File: src/rtl/figure_3_pkg.sv
// Shared types and command encodings for the figure_3 clear/load/shift controller.
package figure_3_pkg;

  typedef enum logic [1:0] {
    IDLE = 2'd0,
    CLR  = 2'd1,
    RUN  = 2'd2,
    DONE = 2'd3
  } state_t;

  localparam logic [1:0] CMD_END     = 2'd0;
  localparam logic [1:0] CMD_SHIFT   = 2'd1;
  localparam logic [1:0] CMD_LOAD    = 2'd2;
  localparam logic [1:0] CMD_END_ALT = 2'd3;

endpackage

File: src/rtl/figure_3.sv
// Controller sequencing datapath clear/load/shift from a start request and command A.
// Optional: define FIGURE_3_ABORT_EN to let start=0 abort a run in CLR or RUN.
module figure_3
  import figure_3_pkg::*;
(
  input  logic       clock,
  input  logic       n_reset,
  input  logic       start,
  input  logic [1:0] A,
  output logic       clear,
  output logic       load,
  output logic       shift,
  output logic       ready
);

  state_t r_state;
  state_t w_next;

  always_ff @(posedge clock) begin
    if (!n_reset) r_state <= IDLE;
    else          r_state <= w_next;
  end

  always_comb begin
    w_next = IDLE;
    clear  = 1'b0;
    load   = 1'b0;
    shift  = 1'b0;
    ready  = 1'b0;
    case (r_state)
      IDLE: begin
        ready  = 1'b1;
        w_next = start ? CLR : IDLE;
      end
      CLR: begin
        clear  = 1'b1;
        w_next = RUN;
`ifdef FIGURE_3_ABORT_EN
        if (!start) w_next = IDLE;
`endif
      end
      RUN: begin
        case (A)
          CMD_SHIFT: begin
            shift  = 1'b1;
            w_next = RUN;
          end
          CMD_LOAD: begin
            load   = 1'b1;
            w_next = RUN;
          end
          default: w_next = DONE;
        endcase
`ifdef FIGURE_3_ABORT_EN
        // Abort only redirects the next state; this cycle's outputs still follow A.
        if (!start) w_next = IDLE;
`endif
      end
      DONE: begin
        ready  = 1'b1;
        w_next = start ? DONE : IDLE;
      end
      default: w_next = IDLE;
    endcase
  end

endmodule

File: config.mk
export PLATFORM = sky130hd
export DESIGN_NAME = figure_3
export DESIGN_NICKNAME = d
export VERILOG_FILES = /design/src/rtl/figure_3_pkg.sv /design/src/rtl/figure_3.sv
export SDC_FILE = /design/constraint.sdc
export NUM_CORES = 1
export LEC_CHECK = 0
export CORE_AREA = 2 2 39 41
export DETAILED_ROUTE_END_ITERATION = 12
export DIE_AREA = 0 0 41 43
export GPL_ROUTABILITY_DRIVEN = 0
export MAX_ROUTING_LAYER = met4
export PLACE_DENSITY_LB_ADDON = 0.1
export SLEW_MARGIN = 20
export SYNTH_ARGS = -nofsm -noshare
export SYNTH_HDL_FRONTEND = slang
export SYNTH_SLANG_ARGS = --single-unit
File: constraint.sdc
create_clock -name clock -period 1.7 [get_ports clock]
set_clock_uncertainty 0.2 [all_clocks]
set_input_delay 0.255 -clock clock [delete_from_list [all_inputs] [get_ports clock]]
set_output_delay 0.255 -clock clock [all_outputs]
set_load 0.01 [all_outputs]
==> reports/results.env, run 1 <==
FINAL_MAX_SLEW_VIOL_COUNT=0
RSZ0062_AT_GRT='false'
NETLIST_TOP_CELLS_COUNT='ha_1, inv_1, a21oi_1, and2_2, dfxtp_1'
MIN_DELAY_WORST_ENDPOINT='r_state[1]'
CP_DATA_ARRIVAL_TIME_PS=1170
GRT_ANTENNA_BEFORE_REPAIR=0
TIMING.HOLD.WORST_PATH_DEPTH=2
IO_PINS=9
CTS-BUFFERS-INSERTED=3
SYNTH-MAIN-FF-CELL='dfxtp_1'
CLK_ROOT_BUFFER_CELL='clkbuf_4'
WORSTSETUPENDPOINTTYPE='output pin'
TIGHTEST_SLEW_PS=158
CRITICAL_PATH_PEAK_FANOUT=3
POWER.SHARE.SEQUENTIAL=0.246
CTS.SINK_COUNT=2
TIMING.FMAX_MHz=614
GRT_MAX_DEGREE=4
TIMING.RR.END='r_state[1]'
DRT_DRC_VIOLATIONS_LEFT=0
FINAL_HOLD_VIOS=0
POST_SYNTHESIS_SEQUENTIAL_ELEMENT_COUNT=2
SYNTH_NETS=32
GRT-OVFL-TOTAL=0
VIASPERCELL=3.63
BIGGESTREGSBYFLOPS='r_state x2'
GRT_PASS1_WL_UM=772
POWER.DENSITY_nW_PER_UM2=672
DRT_PRE_ANTENNA_ITERS=1
DETAILED_PLACE.AREA_UM2=314
GRT_PASS1_VIAS=214
CLK_LATENCY_PS=220
CELL_TOTAL_AFTER_PLACEMENT=49
HP-START='r_state[1]'
HOLD_PATH.CLASS='reg -> reg'
IR_DROP_mV=0.298
DRT.ANTENNA.VIOLATING_NETS=0
CTS_BUFFER_DEPTH=2
SYNTH_SEQUENTIAL_AREA_RATIO=0.218
FINALSETUPVIOLCOUNT=0
WORST_PATH_LARGEST_CELL_DELAY_PS=310
R2R_SETUP_SLACK_PS=470
FINAL_NETS=49
MAXSLEWHEADROOM=0.894
SYN-CELL-AREA_UM2=184
ASYNC_RESET_FF_FRAC=0
REG2REG_DEPTH=5
SYNTH.TOP_CELLS.BY_AREA='ha_1, dfxtp_1, inv_1'
DESIGN.CORE.AREA_UM2=1380
DETAILEDROUTE.FIRSTITERATIONVIOLATIONS=0
NETSWITCHINGFRACTION=0.257
NUMBER_OF_DISTINCT_LIBRARY_CELLS_AFTER_SYNTHESIS=9
FINALNONFILLERCELLS=52
P_CLK_FRAC=0.466
CRITICAL_PATH_REQUIRED_PS=1240
VIAS=189
ROUTED_WIRE_LENGTH_PER_INSTANCE_UM=9.21
CRIT_PATH_TOP_DELAY_CELL='dfxtp_1'
SYNTH_LARGEST_AREA_CELL='ha_1'
SYNTHMOSTINSTANTIATEDCELL='ha_1'
POWER.NET_SWITCHING_mW=0.0576
CRITICAL_PATH_BUF_INV_COUNT=2
LARGEST_REG_FLOPS=2
CTS.REPORTEDPATHS.CLKPINSLEW_PS=30
CTS_TREE='done'
TIMING.RR.START='r_state[0]'
FINAL_AREA_UM2=333
FLOORPLAN.DIE.WIDTH_UM=41
TIMING.SETUP.CRITICAL_PATH_CLASS='reg -> out'
FP-ROW-COUNT=14
REGMOSTFLOPS='r_state'
SYN_AREA_PER_CELL_UM2=8.76
YOSYS_WARNINGS=0
INTERNAL_POWER_mW=0.166
DRIVE_GT1_FRAC=0.361
FINALWIRELENGTH_UM=479
CELLLEAKAGEPOWER_nW=0.172
SYNTH_TOP_CELL_AREA_SHARE=0.408
SYNTH_ENABLE_FLOP_CELLS=0
CAP_VIOL_MAX_COUNT=0
HPWL_UM=384
SHARE_COMB_OF_TOTAL_POWER=0.288
PORTBUFFERS=8
CP_TOP_FAMILY='flip-flops'
H_TREE_LVLS=1
STARTPOINT_CLASS='flip-flop'
INITIAL_CORE_UTIL=0.133
AREA_DELTA_SYNTH_FINAL_PCT=81.0
POST_SYNTH_INST_COUNT=21
DIODES=0
PERIOD_MINUS_SLACK_PS=1630
DESIGN.DIE.AREA_UM2=1760
FINAL_CYCLE_UTILIZATION_OF_THE_CRITICAL_PATH=0.958
GROUTE.USAGE.OVERALL=0.0717
PATH_CELLS='inv_1 -> ha_2 -> and2_2 -> clkdlybuf4s15_2'
RESULT_OF_THE_RUN='complete, no violations'
CHIPHEIGHT_UM=43
[per-stage QoR]
stage	power (mW)	setup TNS [ps]	hold WS, ps	util	worst slack, ps
2_1_floorplan	0.0821	0	195	-	409
3_3_place_gp	0.125	-687	391	0.227	-347
3_5_place_dp	0.127	-747	395	0.227	-372
4_1_cts	0.235	0	380	0.243	11.8
5_1_grt	0.244	0	379	0.241	1.95
6_report	0.224	0	358	0.241	70.8
[worst register-to-register path: cells and delay by family (launching register included)]
family | cells | cell delay, ps
buf+inv | 2 | 200
flops | 1 | 310
compound gates | 2 | 200
fa+ha+maj | 1 | 190
[kinds of logic after synthesis]
logic type	after synthesis	synth area share
adders and majority gates	6	0.408
buffers and inverters	5	0.102
AOI/OAI and AO/OA	4	0.122
and+or+nand+nor	4	0.150
DFF	2	0.218
[layout by cell type, fill, tap and decap left out]
cell,n
inv_1,5
nand2_1,1
buf_2,1
dlygate4sd2_1,3
clkbuf_4,3
o21ai_1,1
clkdlybuf4s15_1,1
clkdlybuf4s15_2,1
ha_2,1
clkdlybuf4s50_1,2
and2_2,2
o211ai_1,1
dfxtp_2,1
ha_1,5
buf_4,4
dfxtp_1,1
a21oi_1,2
nand4b_1,1
[layer usage]
metal,GRT usage,vias up,routed length [µm]
met1,0.0667,84,210
li1,-,98,-
met4,0.0600,0,0
met2,0.106,7,227
met3,0.0314,0,40
met5,-,-,0
[worst max-delay path by stage]
stage | from | depth (start not counted) | end | slack [ps]
6_report | r_state[0] | 4 | shift | 70
5_1_grt | r_state[0] | 4 | shift | 2
3_5_place_dp | A[0] | 5 | load | -370
4_1_cts | r_state[1] | 4 | ready | 10
3_3_place_gp | A[0] | 5 | load | -350
2_1_floorplan | r_state[0] | 3 | load | 410
[area by class of cell]
| type | instances | area, µm² |
|---|---|---|
| well taps | 16 | 20.0 |
| fillers | 153 | 1050 |
| flip-flops and latches | 2 | 41.3 |
| inverters | 5 | 18.8 |
| clock buffers | 3 | 22.5 |
| multi-input cells | 14 | 128 |
| repair buffers | 12 | 103 |
[power by group through the flow]
stage | registers (mW) | clock network, mW | logic [mW]
floorplan | 0.0562 | 0 | 0.0258
global placement | 0.0549 | 0 | 0.0703
detailed placement | 0.0550 | 0 | 0.0718
CTS | 0.0545 | 0.115 | 0.0656
global route | 0.0556 | 0.115 | 0.0737
finish | 0.0551 | 0.104 | 0.0644
[timing repair]
action / CTS / global route
gates cloned: 0 / 0
hold buffers: 0 / 0
hold endpoints to repair: 0 / 0
endpoints found under the setup margin: 4 / 3
pin swaps: 0 / 0
setup buffers: 0 / 0
resized for setup: 11 / 3
Note: power is estimated with default switching activity, not from simulation.
==> run 2, diff against run 1 <==
--- a/config.mk
+++ b/config.mk
@@ -5,13 +5,13 @@
 export SDC_FILE = /design/constraint.sdc
 export NUM_CORES = 1
 export LEC_CHECK = 0
+export ABC_AREA = 1
 export CORE_AREA = 2 2 39 41
 export DETAILED_ROUTE_END_ITERATION = 12
 export DIE_AREA = 0 0 41 43
 export GPL_ROUTABILITY_DRIVEN = 0
 export MAX_ROUTING_LAYER = met4
 export PLACE_DENSITY_LB_ADDON = 0.1
-export SLEW_MARGIN = 20
 export SYNTH_ARGS = -nofsm -noshare
 export SYNTH_HDL_FRONTEND = slang
 export SYNTH_SLANG_ARGS = --single-unit
==> constraint.sdc (replaced) <==
create_clock -name clock -period 1.51 [get_ports clock]
set_clock_uncertainty 0.2 [all_clocks]
set_input_delay 0.2265 -clock clock [delete_from_list [all_inputs] [get_ports clock]]
set_output_delay 0.2265 -clock clock [all_outputs]
set_load 0.01 [all_outputs]
==> run 2 against run 1 <==
Net effect: critical path depth stayed put; combinational power is 20% higher; critical endpoint is now ready; routed wire length is 11% lower; flip-flop and latch count stayed put; largest power group unchanged; power is 16% higher; register-to-register slack worse by 170 ps; utilization is 0.27 points higher; clock power is 14% higher; first-iteration DRC count stayed put; sequential share of layout area is 0.23 points higher; area after synthesis is 4.8% higher.
==> reports/results.env, run 2 <==
HOLD_PATH.CLASS='in -> reg'
CTS_POST_SETUP_BUFFERS_INSERTED=0  # unchanged
CRITICAL_PATH_REQUIRED_PS=1080  # -160 ps
POST_SYNTH_INST_COUNT=28  # +33%
GRT_PASS1_VIAS=193  # -9.8%
BIGGESTREGSBYFLOPS='r_state x2'
AREA_DELTA_SYNTH_FINAL_PCT=74.7
SYNTH_NETS=39  # +22%
DRT.ANTENNA.VIOLATING_NETS=0  # unchanged
POWER.DENSITY_nW_PER_UM2=772  # +15%
VIAS=201  # +6.3%
GRT_MAX_DEGREE=4  # unchanged
PLACE_WS_PS=-427  # -54.8 ps
DESIGN.DIE.AREA_UM2=1760  # unchanged
R2R_SETUP_SLACK_PS=300  # -170 ps
MAXSLEWHEADROOM=0.915  # +0.0209
CAP_VIOL_MAX_COUNT=0  # unchanged
DETAILEDROUTE.FIRSTITERATIONVIOLATIONS=0  # unchanged
NETLIST_TOP_CELLS_COUNT='inv_1, ha_1, nand2_1, nor2_1, dfxtp_1'
CP_TOP_FAMILY='flip-flops'
CLK_ROOT_BUFFER_CELL='clkbuf_4'
FINALSETUPVIOLCOUNT=0  # unchanged
POSTLAYOUTCOREUTIL=0.243  # +0.00271
FINAL_NETS=56  # +14%
LARGEST_REG_FLOPS=2  # unchanged
SYNTH_LARGEST_AREA_CELL='ha_1'
HOLDBUFCOUNTCTS=0  # unchanged
WORSTSETUPSTARTPOINT='r_state[1]'
CP_DATA_ARRIVAL_TIME_PS=1040  # -130 ps
INITIAL_CORE_UTIL=0.139  # +0.00633
H_TREE_LVLS=1  # unchanged
CHIPHEIGHT_UM=43  # unchanged
CRITICAL_PATH_PEAK_FANOUT=3  # unchanged
SYNTHMOSTINSTANTIATEDCELL='inv_1'
CTS-BUFFERS-INSERTED=3  # unchanged
DIODES=0  # unchanged
FINALNONFILLERCELLS=59  # +13%
CLK_LATENCY_PS=220  # about the same
YOSYS_WARNINGS=0  # unchanged
STARTPOINT_CLASS='flip-flop'
FIN_SETUP_TNS_PS=0  # unchanged
FINAL_CYCLE_UTILIZATION_OF_THE_CRITICAL_PATH=0.971
HPWL_UM=345  # -10%
ASYNC_RESET_FF_FRAC=0  # unchanged
CRITICAL_PATH_BUF_INV_COUNT=3  # +1
TIMING.SETUP.CRITICAL_PATH_CLASS='reg -> out'
CTS_BUFFER_DEPTH=2  # unchanged
FINAL_HOLD_VIOS=0  # unchanged
FLOORPLAN.DIE.WIDTH_UM=41  # unchanged
CELLLEAKAGEPOWER_nW=0.200  # +16%
SYNTH_TOP_CELL_AREA_SHARE=0.390  # -0.0186
SYNTH_SEQUENTIAL_AREA_RATIO=0.208  # -0.00989
POST_SYNTHESIS_SEQUENTIAL_ELEMENT_COUNT=2  # unchanged
PATH_CELLS='inv_2 -> ha_1 -> inv_1 -> buf_6'
CELL_TOTAL_AFTER_PLACEMENT=56  # +14%
DRT_DRC_VIOLATIONS_LEFT=0  # unchanged
GRT_ANTENNA_BEFORE_REPAIR=0  # unchanged
ROUTED_WIRE_LENGTH_PER_INSTANCE_UM=7.19  # -22%
WORSTSETUPENDPOINTTYPE='output pin'
HP-START='n_reset'
NUMBER_OF_DISTINCT_LIBRARY_CELLS_AFTER_SYNTHESIS=7  # -2
DETAILED_PLACE.AREA_UM2=323  # +2.8%
DRIVE_GT1_FRAC=0.372  # +0.0110
REG2REG_DEPTH=7  # +2
MIN_DELAY_WORST_ENDPOINT='r_state[0]'
SYNTH.TOP_CELLS.BY_AREA='ha_1, dfxtp_1, inv_1'
PORTBUFFERS=8  # unchanged
RESULT_OF_THE_RUN='complete, no violations'
VIASPERCELL=3.41  # -6.3%
DESIGN.CORE.AREA_UM2=1380  # unchanged
CTS.REPORTEDPATHS.CLKPINSLEW_PS=30  # about the same
PERIOD_MINUS_SLACK_PS=1470
GRT_PASS1_WL_UM=738  # -4.4%
TIMING.FMAX_MHz=682
IR_DROP_mV=0.336  # +13%
CTS_TREE='done'
RSZ0062_AT_GRT='true'
FINAL_AREA_UM2=337  # +1.1%
TIMING.RR.END='r_state[0]'
SYN_AREA_PER_CELL_UM2=6.88  # -21%
CTS.SINK_COUNT=2  # unchanged
GRT-OVFL-TOTAL=0  # unchanged
MOSTFREQUENTLAYOUTCELL='inv_1'
MOST-COMMON-LAYOUT-CELLS='inv_1, nand2_1, nor2_1, ha_1, buf_4'
IO_PINS=9  # unchanged
SETUP_SLACK_PS=44.3  # -26.5 ps
SYNTH-MAIN-FF-CELL='dfxtp_1'
FINALWIRELENGTH_UM=424  # -11%
TIMING.RR.START='r_state[0]'
FP-ROW-COUNT=14  # unchanged
CRIT_PATH_TOP_DELAY_CELL='dfxtp_2'
SYN-CELL-AREA_UM2=193  # +4.8%
DRT_PRE_ANTENNA_ITERS=1  # unchanged
TIMING.HOLD.WORST_PATH_DEPTH=3  # +1
REGMOSTFLOPS='r_state'
GROUTE.USAGE.OVERALL=0.0728  # +0.00110
FINAL_MAX_SLEW_VIOL_COUNT=0  # unchanged
WORST_PATH_LARGEST_CELL_DELAY_PS=340  # +30 ps
SYNTH_ENABLE_FLOP_CELLS=0  # unchanged
TIGHTEST_SLEW_PS=126  # -32.0 ps
[run 2: logic make-up (layout without fill, tap and decap cells)]
group / after synthesis / after routing / share of synthesized area
buffers and inverters: 8 / 23 / 0.156
flip-flops: 2 / 2 / 0.208
adder cells (fa/ha/maj): 6 / 6 / 0.390
AO/OA/AOI/OAI: 2 / 2 / 0.0519
AND/OR/NAND/NOR: 10 / 10 / 0.195
[run 2: cell type report]
cell class,count,area [µm²]
Tap cell,16,20.0
Fill cell,161,1050
Multi-Input combinational cell,18,128
Inverter,8,30.0
Clock buffer,3,22.5
Sequential cell,2,42.5
Timing Repair Buffer,12,93.8
[run 2: timing repair]
item                                    CTS  global route
pin swaps                                 1             0
gates cloned                              0             0
endpoints found under the setup margin    4             3
resized for setup                        20             4
[run 2: layer usage]
layer / GRT usage / vias up / wire (µm)
li1: - / 110 / -
met1: 0.0701 / 85 / 173
met2: 0.0813 / 4 / 217
met3: 0.0262 / 2 / 24
met4: 0.120 / 0 / 9
met5: - / - / 0
[run 2: metrics by stage]
step	power, mW	hold slack, ps
2_1_floorplan	0.0957	139
3_3_place_gp	0.145	474
3_5_place_dp	0.144	452
4_1_cts	0.264	344
5_1_grt	0.291	350
6_report	0.260	342
[run 2: how the worst max path moves through the flow]
| stage | end | slack (ps) | cells after the start |
|---|---|---|---|
| floorplan | ready | 310 | 3 |
| global placement | load | -390 | 6 |
| detailed placement | load | -430 | 6 |
| CTS | ready | 10 | 4 |
| global route | ready | -20 | 4 |
| finish | ready | 40 | 4 |
[run 2: worst reg2reg max path: stages, from the launching register on]
cell	delay, ps
dfxtp_2	310
inv_1	50
ha_2	180
buf_4	130
nand2_1	60
nor2_1	40
nor2_1	80
nor2_1	40
[run 2: power breakdown]
group / internal [mW] / total, mW / switching, mW
sequential: 0.0593 / 0.0631 / 0.00387
combinational: 0.0429 / 0.0774 / 0.0345
clock: 0.0878 / 0.119 / 0.0315
total: 0.190 / 0.260 / 0.0698
